$ cat src/rtl/shift_feeder.sv
// shift_feeder: serializes 4-bit words into a 4-bit left/right shifter, one bit per sh_load cycle.
// Define SHIFT_FEEDER_FIFO_EN to place a 2-entry FIFO ahead of the active word register.
module shift_feeder #(
  parameter int GAP = 0
) (
  input  logic       clk,
  input  logic       reset,
  input  logic       in_valid,
  output logic       in_ready,
  input  logic [3:0] in_word,
  input  logic       in_dir,
  output logic       sh_load,
  output logic       sh_data,
  output logic       sh_direction,
  output logic       word_done,
  output logic       busy
);
  typedef enum logic [1:0] {IDLE, SHIFT, PAUSE} state_t;
  localparam logic [3:0] GAP_LAST = 4'(GAP - 1);
  state_t state;
  logic [1:0] cnt;
  logic [3:0] gcnt, word;
  logic dir, acc, has_buf, start, go, last;
  logic [4:0] head;
  assign acc = in_valid && in_ready;
  assign last = state == SHIFT && cnt == 2'd3;
  // start marks every cycle in which a new word may begin shifting on the next edge
  assign start = state == IDLE || (last && GAP == 0) || (state == PAUSE && gcnt == GAP_LAST);
  assign go = start && (has_buf || acc);
`ifdef SHIFT_FEEDER_FIFO_EN
  logic [4:0] mem [2];
  logic rd, wr, push, pop;
  logic [1:0] count;
  assign has_buf = count != 2'd0;
  assign head = has_buf ? mem[rd] : {in_dir, in_word};
  assign in_ready = !reset && count != 2'd2;
  assign pop = go && has_buf;
  // an accepted word bypasses the FIFO when it starts immediately from an empty FIFO
  assign push = acc && !(go && !has_buf);
  always_ff @(posedge clk)
    if (reset) begin
      rd <= 1'b0;
      wr <= 1'b0;
      count <= 2'd0;
    end else begin
      if (push) begin
        mem[wr] <= {in_dir, in_word};
        wr <= !wr;
      end
      if (pop) rd <= !rd;
      count <= count + 2'(push) - 2'(pop);
    end
`else
  assign has_buf = 1'b0;
  assign head = {in_dir, in_word};
  assign in_ready = !reset && state == IDLE;
`endif
  always_ff @(posedge clk)
    if (reset) begin
      state <= IDLE;
      cnt <= 2'd0;
      gcnt <= 4'd0;
      word <= 4'd0;
      dir <= 1'b0;
      word_done <= 1'b0;
    end else begin
      word_done <= last;
      cnt <= state == SHIFT ? cnt + 2'd1 : 2'd0;
      gcnt <= state == PAUSE ? gcnt + 4'd1 : 4'd0;
      if (go) {dir, word} <= head;
      state <= start ? (go ? SHIFT : IDLE) : last ? PAUSE : state;
    end
  assign sh_load = state == SHIFT;
  assign sh_data = dir ? word[~cnt] : word[cnt];
  assign sh_direction = dir;
  assign busy = state != IDLE || has_buf;
endmodule

$ cat config.mk
export PLATFORM = sky130hd
export DESIGN_NAME = shift_feeder
export DESIGN_NICKNAME = d
export VERILOG_FILES = /design/src/rtl/shift_feeder.sv
export SDC_FILE = /design/constraint.sdc
export NUM_CORES = 1
export LEC_CHECK = 0
export CAP_MARGIN = 20
export CORE_MARGIN = 4
export CORE_UTILIZATION = 41
export DETAILED_ROUTE_END_ITERATION = 8
export GPL_ROUTABILITY_DRIVEN = 0
export PLACE_DENSITY = 0.66
export REMOVE_ABC_BUFFERS = 1
export SYNTH_ARGS = -nofsm -noshare
export SYNTH_HDL_FRONTEND = slang
export SYNTH_SLANG_ARGS = --single-unit
export TNS_END_PERCENT = 5
$ cat constraint.sdc
create_clock -name clk -period 1.3 [get_ports clk]
set_input_delay 0.13 -clock clk [delete_from_list [all_inputs] [get_ports clk]]
set_output_delay 0.13 -clock clk [all_outputs]
set_load 0.01 [all_outputs]
# ---- After elaboration in Yosys (flattened, before gate mapping)
# Index checks and enable logic that the tools add are counted.
dict set report op_classes {
  n_eq_ne 4
  n_addsub 2
  n_reduce_logical 13
  multipliers 0
  mux 8
  n_bitwise 3
  order_cmp 2
  div 0
  shifts 0
}
# cell count
set op_table {}
lappend op_table {{2-bit by 3-bit < comparator with 1-bit output (second input constant)} 2}
lappend op_table {{1-bit logical AND} 5}
lappend op_table {{4-bit by 1-bit adder with 4-bit output (second input constant)} 1}
lappend op_table {{1-bit binary-select mux with 2-bit select} 2}
lappend op_table {{2-bit == test (second input constant)} 2}
lappend op_table {{4-bit == test (second input constant)} 1}
lappend op_table {{1-bit 2-to-1 mux} 4}
lappend op_table {{2-bit 2-to-1 mux} 2}
lappend op_table {{2-bit nonzero test} 2}
lappend op_table {{2-bit OR reduction} 2}
lappend op_table {{2-bit by 1-bit adder with 2-bit output (second input constant)} 1}
lappend op_table {{2-bit by 1-bit == test with 1-bit output (second input constant)} 1}
lappend op_table {{2-bit logical NOT} 1}
lappend op_table {{1-bit logical OR} 2}
lappend op_table {{1-bit inverter} 2}
lappend op_table {{2-bit inverter} 1}
lappend op_table {{1-bit logical NOT} 1}
dict set report word_totals {
  elab_cells 38
  ram_bits 0
  ff_bits 14
  mem_count 0
  mem_bits_ro 0
  latch_bits 0
}

# ---- Longest topological paths before layout
# Gate-level depths: netlist (run 1).
dict set report logic_depth {
  depth_word 7
  ltp_mapped 4
  depth_no_buf 4
}

# ---- Least setup slack after synthesis (run 1)
# OpenSTA, ideal clock, no wires.
dict set report synth_path {
  path_kind {flip-flop to output port}
  start {register cnt[0]}
  end {output port sh_data}
  stages_incl_launch_ff 3
  setup_slack_ns 0.014
  path_buffers 0
  arrival_ns 1.156
  t_required_ns 1.170
  path_cell_list {dfxtp_1 > mux4_2 > mux2_2}
}
dict set report synth_via {
  elab_chain_len 4
  elab_cells_between_ends 6
  cone_classes {mux: 5; bitwise: 1}
}
# element line
set synth_lines {}
lappend synth_lines {{from (decl)} 21} ;# logic [1:0] cnt;
lappend synth_lines {{from (signal assigned)} 68} ;# cnt <= state == SHIFT ? cnt + 2'd1 : 2'd0;
lappend synth_lines {{2-bit inverter} 74} ;# assign sh_data = dir ? word[~cnt] : word[cnt];
lappend synth_lines {{1-bit binary-select mux with 2-bit select} 74}
lappend synth_lines {{1-bit 2-to-1 mux (not written as such)} 74}
lappend synth_lines {{1-bit 2-to-1 mux (*)} 74}
lappend synth_lines {{to (decl)} 13} ;# output logic sh_data,
# Mark *: on every way between the ends. The rest lies on a longest branch, timed or not. The select of a mux whose other input is x is not followed.

# ---- Worst setup path in the final report (run 1)
# Ends and elaborated chain as after synthesis.

==> Implementation_results.wiki, run 1 <==
{| class="wikitable"
! Metric !! Value
|-
| Result of the run || finished, violations left
|-
| Violated checks || negative setup slack
|-
| Detail-routed via count per cell || 4.923
|-
| Placeable core region || approximately 1300 um^2
|-
| Multi-input logic area || between 300 and 400 um^2
|-
| Number of I/O port buffers || 13
|-
| Worst R2R End || word[2]$_SDFFE_PP0P_
|-
| Max Fclk || ~0.62 GHz
|-
| Met1 demand-to-capacity share in global routing || 17.86%
|-
| Number of buffers between clock root and the deepest sink || 2
|-
| Total wire length || 1106 um
|-
| Classification of the worst-slack hold path || reg2reg
|-
| Area taken by flip-flops and latches || 287.8 um^2
|-
| Cell area after synthesis || 590.6 um^2
|-
| Share of cells above drive strength 1 || 30.26%
|-
| Buf/Inv on CP || 1
|-
| Total number of yosys warnings || 0
|-
| Number of enable flip-flop cells after synthesis || 0
|-
| Buffers inserted by post-CTS timing repair || 0
|-
| Total number of nets in the final design || 88
|-
| Kind of critical path || reg2out
|-
| Ranking of synthesized cells by area || sky130_fd_sc_hd__dfxtp_1, sky130_fd_sc_hd__mux2i_1, sky130_fd_sc_hd__mux4_2
|-
| Number of clock sinks || 14
|-
| Routed vias || 448
|-
| Leakage || 0.3522 nW
|-
| Top Ports || 14
|-
| Primary flip-flop cell chosen by synthesis mapping || sky130_fd_sc_hd__dfxtp_1
|-
| Max Transition Viols Final || 0
|-
| Register area share after synthesis || 47.46%
|-
| Cell total after placement || 88
|-
| Met3 Track Usage GR || around 2.4%
|-
| Worst slew margin relative to its limit || between 80% and 90%
|-
| Standard cell with the maximum stage delay on the critical path || sky130_fd_sc_hd__mux4_2
|-
| Row count || 13
|-
| Flop-to-flop setup slack || 0.07 ns
|-
| Unrepaired setup endpoints after global routing || true
|-
| Count of endpoints failing hold in the final timing report || 0
|-
| Power density over cell area || 981.5 nW/um^2
|-
| Number of filler cells placed in the layout || 119
|-
| Floorplan die area || between 2000 and 2500 um^2
|-
| Cell at the root of the clock tree || sky130_fd_sc_hd__clkbuf_4
|-
| Synthesized instance count || 54
|-
| Leading cell types in the layout, fill and taps excluded || sky130_fd_sc_hd__nor2_1, sky130_fd_sc_hd__dfxtp_1, sky130_fd_sc_hd__clkdlybuf4s50_1
|-
| Crit path arrival time || 1.49 ns
|-
| Worst Hold Endpoint || gcnt[0]$_SDFF_PP0_
|-
| Biggest cell delay along the critical path || approximately 0.48 ns
|-
| Maximum number of pins on one net before global-route repair || 10
|-
| Chain of cells forming the critical path || mux4_2, mux2_4, buf_6
|-
| Worst-case setup margin in the final layout || -0.3248 ns
|-
| CTS tree || done
|-
| GRT overflow || 0
|-
| Average footprint of a synthesized cell || 10.94 um^2
|-
| Shortest clock period the worst path allows after layout || 1.625 ns
|-
| Total negative slack || -0.3494 ns
|-
| Final std cells w/o fill || 91
|-
| Die outline height || 45.95 um
|-
| Number of max-cap violations || 0
|-
| Final clock period utilization by the worst path || 125.0%
|-
| Drt first-iter violations || 1
|-
| Wire length of the first global-routing pass || 1883 um
|-
| TritonRoute pass-1 iters || 2
|-
| Launch point of the worst reg-to-reg path || state[0]$_SDFFE_PP0P_
|-
| Number of buffers inserted for hold repair after clock tree synthesis || 0
|-
| Post-CTS clock slew at the launch and capture registers of the worst setup and hold paths || 0.08 ns
|-
| Hold wc startpoint || gcnt[0]$_SDFF_PP0_
|-
| Number of distinct library cells after synthesis || 21
|-
| Share of the synthesized area in the top cell type || 47.46%
|-
| Post-Route Hold Slack || about 0.45 ns
|-
| Data required, critical path || 1.17 ns
|-
| Effective utilization at floorplan || 44.28%
|-
| Global-route met2 utilization || 17.03%
|-
| Cell type with the highest aggregate area in the netlist || sky130_fd_sc_hd__dfxtp_1
|-
| Worst setup EP type || primary output
|-
| Layout-stage area growth over the synthesis result || 39.41%
|-
| Clock buffer count from CTS || 3
|-
| Number of global-route vias before repair || approximately 440
|-
| Largest delay contributor family on the critical path || multiplexers
|-
| Startpoint kind of the worst setup timing path || flip-flop
|-
| Chip Width || 45.95 um
|-
| # setup viols final || 2
|-
| Initial antenna violation count || 0
|-
| Routing layer with the top usage in global route || met1
|-
| VDD IR max || 676.5 uV
|-
| Transition time at the pin with the least slew margin || 0.2019 ns
|-
| Cell Area, Placed || 784.5 um^2
|-
| Finished layout cell area || 823.3 um^2
|-
| Depth of the worst hold-timing path || 1
|-
| GRT Overall Usage || 12.90%
|-
| Post-synthesis sequential element count || 14
|-
| Setup skew after layout || 0.001977 ns
|-
| Routed wirelength normalized by instance count || 12.15 um
|-
| Reg2reg path depth || 5
|-
| Skew-Pair Late Insertion Delay || 0.27 ns
|-
| Post-route ant nets || 0
|-
| Antenna fix cells || 0
|-
| Fraction of registers with async set or reset after synthesis || 0%
|-
| CP max FO || 2
|-
| DR DRC count || 0
|-
| Worst setup timing slack at the placement stage || -0.3855 ns
|-
| Depth of the CTS H-tree || 1
|}
cell families (layout without fill, tap and decap cells):
logic type / count (synthesis) / count (layout) / synth area share (%)
mux: 8 / 8 / 18.01
xor+xnor: 2 / 2 / 2.967
fa+ha+maj: 2 / 2 / 4.237
flops: 14 / 14 / 47.46
compound gates: 2 / 2 / 1.693
simple gates: 23 / 23 / 23.09
buf+inv: 3 / 25 / 2.543
area by class of cell:
| type | instances | share of cell area [%] |
|---|---|---|
| well taps | 15 | 2.280 |
| multi-input cells | 37 | 36.63 |
| inverters | 2 | 0.9119 |
| clock buffers | 3 | 2.736 |
| flip-flops and latches | 14 | 34.95 |
| repair buffers | 20 | 22.49 |
worst reg2reg max path, cell delays in order (launching register included):
cell	delay (ns)
sky130_fd_sc_hd__dfxtp_2	0.34
sky130_fd_sc_hd__buf_6	0.12
sky130_fd_sc_hd__nor4b_4	0.25
sky130_fd_sc_hd__buf_6	0.17
sky130_fd_sc_hd__mux2i_1	0.20
sky130_fd_sc_hd__nor2_1	0.05
power breakdown:
group | leakage [nW] | internal [mW] | switching (mW) | total (mW)
Sequential | 0.116 | 0.440 | 0.0107 | 0.451
Combinational | 0.223 | 0.0760 | 0.0450 | 0.121
Clock | 0.0138 | 0.107 | 0.129 | 0.237
per-stage QoR:
stage	utilization (%)	total power, mW
2_1_floorplan	-	0.5098
3_3_place_gp	58.82	0.5803
3_5_place_dp	58.82	0.5818
4_1_cts	61.35	0.8123
5_1_grt	61.73	0.8463
6_report	61.73	0.8081
worst max-delay path by stage:
stage / start / end / slack, ns / cells after the start
finish: cnt[0]$_SDFF_PP0_ / sh_data / -0.32 / 3
global route: cnt[0]$_SDFF_PP0_ / sh_data / -0.38 / 3
CTS: cnt[0]$_SDFF_PP0_ / sh_data / -0.34 / 3
detailed placement: cnt[0]$_SDFF_PP0_ / sh_data / -0.39 / 3
global placement: cnt[1]$_SDFF_PP0_ / sh_data / -0.38 / 3
floorplan: cnt[0]$_SDFF_PP0_ / sh_data / 0.01 / 2
registers in the layout (all words and copies together) (netlist names):
name / cells
sh_direction: 1
state: 2
word: 4
gcnt: 4
word_done: 1
cnt: 2
synthesized netlist by cell type, types with 2 or more instances:
| master | n |
|---|---|
| sky130_fd_sc_hd__dfxtp_1 | 14 |
| sky130_fd_sc_hd__nor2_1 | 11 |
| sky130_fd_sc_hd__mux2i_1 | 5 |
| sky130_fd_sc_hd__and2_1 | 2 |
| sky130_fd_sc_hd__ha_1 | 2 |
| sky130_fd_sc_hd__inv_1 | 2 |
| sky130_fd_sc_hd__mux4_2 | 2 |
| sky130_fd_sc_hd__nand2_1 | 2 |
| sky130_fd_sc_hd__nor2b_1 | 2 |
per-layer routing:
layer	vias to the layer above	wire length (um)
met1	202	570
met4	0	29
met2	12	442
met5	-	0
met3	4	63
li1	230	-
timing repair:
| action | in CTS | in global routing |
|---|---|---|
| resized for setup | 15 | 5 |
| endpoints found under the setup margin | 5 | 9 |
| pin swaps | 0 | 1 |
(Power assumes the default switching activity.)
==> inputs of run 2 (changes only) <==
- ABC_AREA: default -> 1
- CORE_UTILIZATION: 41 -> 43
- PLACE_DENSITY: 0.66 -> 0.68
==> Implementation_results.wiki, run 2 <==
{| class="wikitable"
! Metric !! Value
|-
| Average footprint of a synthesized cell || roughly 6.8 um^2
|-
| Largest delay contributor family on the critical path || buffers and inverters
|-
| Effective utilization at floorplan || 45.46%
|-
| Area taken by flip-flops and latches || ~290 um^2
|-
| Flop-to-flop setup slack || 0.24 ns
|-
| Standard cell with the maximum stage delay on the critical path || sky130_fd_sc_hd__clkdlybuf4s50_1
|-
| HPWL Detailed || ~1000 um
|-
| Register area share after synthesis || 41.40%
|-
| Cell at the root of the clock tree || sky130_fd_sc_hd__clkbuf_4
|-
| Leakage || 0.4303 nW
|-
| Worst-case setup margin in the final layout || between 0.06 and 0.07 ns
|-
| Commonest cells in the synthesized netlist || sky130_fd_sc_hd__inv_1, sky130_fd_sc_hd__nand2_1, sky130_fd_sc_hd__dfxtp_1
|-
| Global-route met2 utilization || a little over a fifth
|-
| DR DRC count || 0
|-
| Layout-stage area growth over the synthesis result || 31.79%
|-
| Number of global-route vias before repair || 551
|-
| Max Fclk || 0.8076 GHz
|-
| Routed vias || 626
|-
| Share of the synthesized area in the top cell type || 41.40%
|-
| Power share of the clock group || 34.0%
|-
| Setup skew after layout || ~0.00055 ns
|-
| Routing layer with the top usage in global route || met2
|-
| Met1 demand-to-capacity share in global routing || 18.00%
|-
| Drt first-iter violations || 9
|-
| Top Ports || 14
|-
| Biggest cell delay along the critical path || 0.52 ns
|-
| Total wire length || 1315 um
|-
| Number of max-cap violations || 0
|-
| CP max FO || 1
|-
| Multi-input logic area || 299.0 um^2
|-
| Post-CTS clock slew at the launch and capture registers of the worst setup and hold paths || 0.08 ns
|-
| Transition time at the pin with the least slew margin || 0.2596 ns
|-
| Number of I/O port buffers || 13
|-
| Post-synthesis sequential element count || 14
|-
| Result of the run || finished clean
|-
| Maximum number of pins on one net before global-route repair || 15
|-
| Count of endpoints failing hold in the final timing report || 0
|-
| Shortest clock period the worst path allows after layout || 1.238 ns
|-
| Antenna fix cells || 0
|-
| Power density over cell area || 1004 nW/um^2
|-
| Unrepaired setup endpoints after global routing || false
|-
| Skew-Pair Late Insertion Delay || 0.27 ns
|-
| Number of filler cells placed in the layout || around 130
|-
| Cell total after placement || around 130
|-
| Final std cells w/o fill || ~140
|-
| Total number of nets in the final design || 130
|-
| Wire length of the first global-routing pass || between 2000 and 2500 um
|-
| Synthesized instance count || 99
|-
| Max Transition Viols Final || 0
|-
| Final clock period utilization by the worst path || 95.25%
|-
| GRT Overall Usage || between 10 and 15%
|-
| Row count || 14
|-
| Cell area after synthesis || 676.9 um^2
|-
| Post-route ant nets || 0
|-
| Initial antenna violation count || 0
|-
| Ranking of synthesized cells by area || sky130_fd_sc_hd__dfxtp_1, sky130_fd_sc_hd__inv_1, sky130_fd_sc_hd__nand2_1
|-
| Placeable core region || 1489 um^2
|-
| Met3 Track Usage GR || 3.759%
|-
| Most frequent cell after synthesis || sky130_fd_sc_hd__inv_1
|-
| Chip Width || 47.68 um
|-
| Floorplan die area || 2273 um^2
|-
| Number of distinct library cells after synthesis || 13
|-
| Kind of critical path || reg2out
|-
| Reg power frac || 50.9%
|-
| Worst setup EP type || primary output
|-
| Switching power summed over all nets || 217.0 uW
|-
| Cell Area, Placed || 862.1 um^2
|-
| Routed wirelength normalized by instance count || approximately 9.7 um
|-
| Post-Route Hold Slack || between 0.4 and 0.5 ns
|-
| TritonRoute pass-1 iters || 4
|-
| Number of clock sinks || 14
|-
| Detail-routed via count per cell || 4.637
|-
| Worst slew margin relative to its limit || 82.64%
|-
| Internal power component || between 600 and 700 uW
|-
| Crit path arrival time || 1.11 ns
|-
| Fraction of registers with async set or reset after synthesis || 0%
|-
| Cell type with the highest aggregate area in the netlist || sky130_fd_sc_hd__dfxtp_1
|-
| Share of cells above drive strength 1 || between 10 and 15%
|-
| Leading cell types in the layout, fill and taps excluded || sky130_fd_sc_hd__inv_1, sky130_fd_sc_hd__nand2_1, sky130_fd_sc_hd__nor2_1
|-
| Worst setup timing slack at the placement stage || -0.1275 ns
|-
| Finished layout cell area || 892.1 um^2
|-
| CTS tree || done
|-
| GRT overflow || 0
|-
| Die outline height || 47.68 um
|-
| Regs by FF count || gcnt: 4 flops, word: 4 flops
|-
| Depth of the CTS H-tree || 1
|-
| Startpoint kind of the worst setup timing path || flip-flop
|-
| Buf/Inv on CP || 1
|-
| Share of power burned in combinational logic || between 10% and 20%
|-
| # setup viols final || 0
|-
| Number of buffers between clock root and the deepest sink || 2
|-
| VDD IR max || 608.5 uV
|-
| Chain of cells forming the critical path || clkdlybuf4s50_1
|-
| Data required, critical path || between 1 and 1.5 ns
|-
| Number of enable flip-flop cells after synthesis || 0
|-
| Final core utilization || 59.92%
|-
| Primary flip-flop cell chosen by synthesis mapping || sky130_fd_sc_hd__dfxtp_1
|-
| Clock buffer count from CTS || 3
|-
| Total number of yosys warnings || 0
|-
| Classification of the worst-slack hold path || reg2reg
|-
| Switching power as a share of total power || 24.22%
|}
## run 2: cell types whose count changed after synthesis, sizes merged, moves of 2 or more
cell	before	now
a21oi	1	3
inv	2	24
nand3	1	9
mux2i	5	0
and2	2	0
nand2	2	23
nand4	0	6
nor2	11	14
mux4	2	0
nor2b	2	0
## run 2: routing by layer
layer	vias to the layer above	wire length (um)
met3	5	52
met1	265	667
met4	0	26
met2	13	569
met5	-	0
li1	343	-
## run 2: power by group through the flow
stage,logic [mW],clock network (mW),registers (mW)
after global routing,0.152,0.333,0.458
final,0.135,0.305,0.456
after global placement,0.143,0,0.466
after CTS,0.138,0.311,0.456
after floorplan,0.0704,0,0.465
after detailed placement,0.147,0,0.468
## run 2: path summary, 6_finish.rpt
kind,from,endpoint,cells after the start
worst max-delay path,word_done$_SDFF_PP0_,word_done,1
worst min-delay path,gcnt[0]$_SDFF_PP0_,gcnt[0]$_SDFF_PP0_,1
worst min register to register,gcnt[0]$_SDFF_PP0_,gcnt[0]$_SDFF_PP0_,1
worst max register to register,cnt[0]$_SDFF_PP0_,state[1]$_SDFFE_PP0P_,5
## run 2: metrics by stage
stage / TNS (ns) / power (mW)
2_1_floorplan: 0 / 0.5357
3_3_place_gp: -0.06296 / 0.6094
3_5_place_dp: -0.2216 / 0.6144
4_1_cts: -0.002880 / 0.9046
5_1_grt: 0 / 0.9420
6_report: 0 / 0.8958
## run 2: repair_timing
action / 4_1_cts / 5_1_grt
gates resized for setup: 15 / 5
hold buffers: 0 / 0
endpoints found under the hold margin: 0 / 0
buffers inserted: 0 / 0
setup endpoints to repair: 5 / 3
## run 2: logic make-up after synthesis
group | share of synthesized area (%)
simple gates | 36.79
buf+inv | 14.42
fa+ha+maj | 3.696
compound gates | 3.696
flops | 41.40
## run 2: cell type report
type / count / share of cell area, %
Clock buffer: 4 / 4.067
Inverter: 24 / 10.38
Multi-Input combinational cell: 60 / 33.52
Sequential cell: 14 / 32.40
Tap cell: 16 / 2.244
Timing Repair Buffer: 17 / 17.39
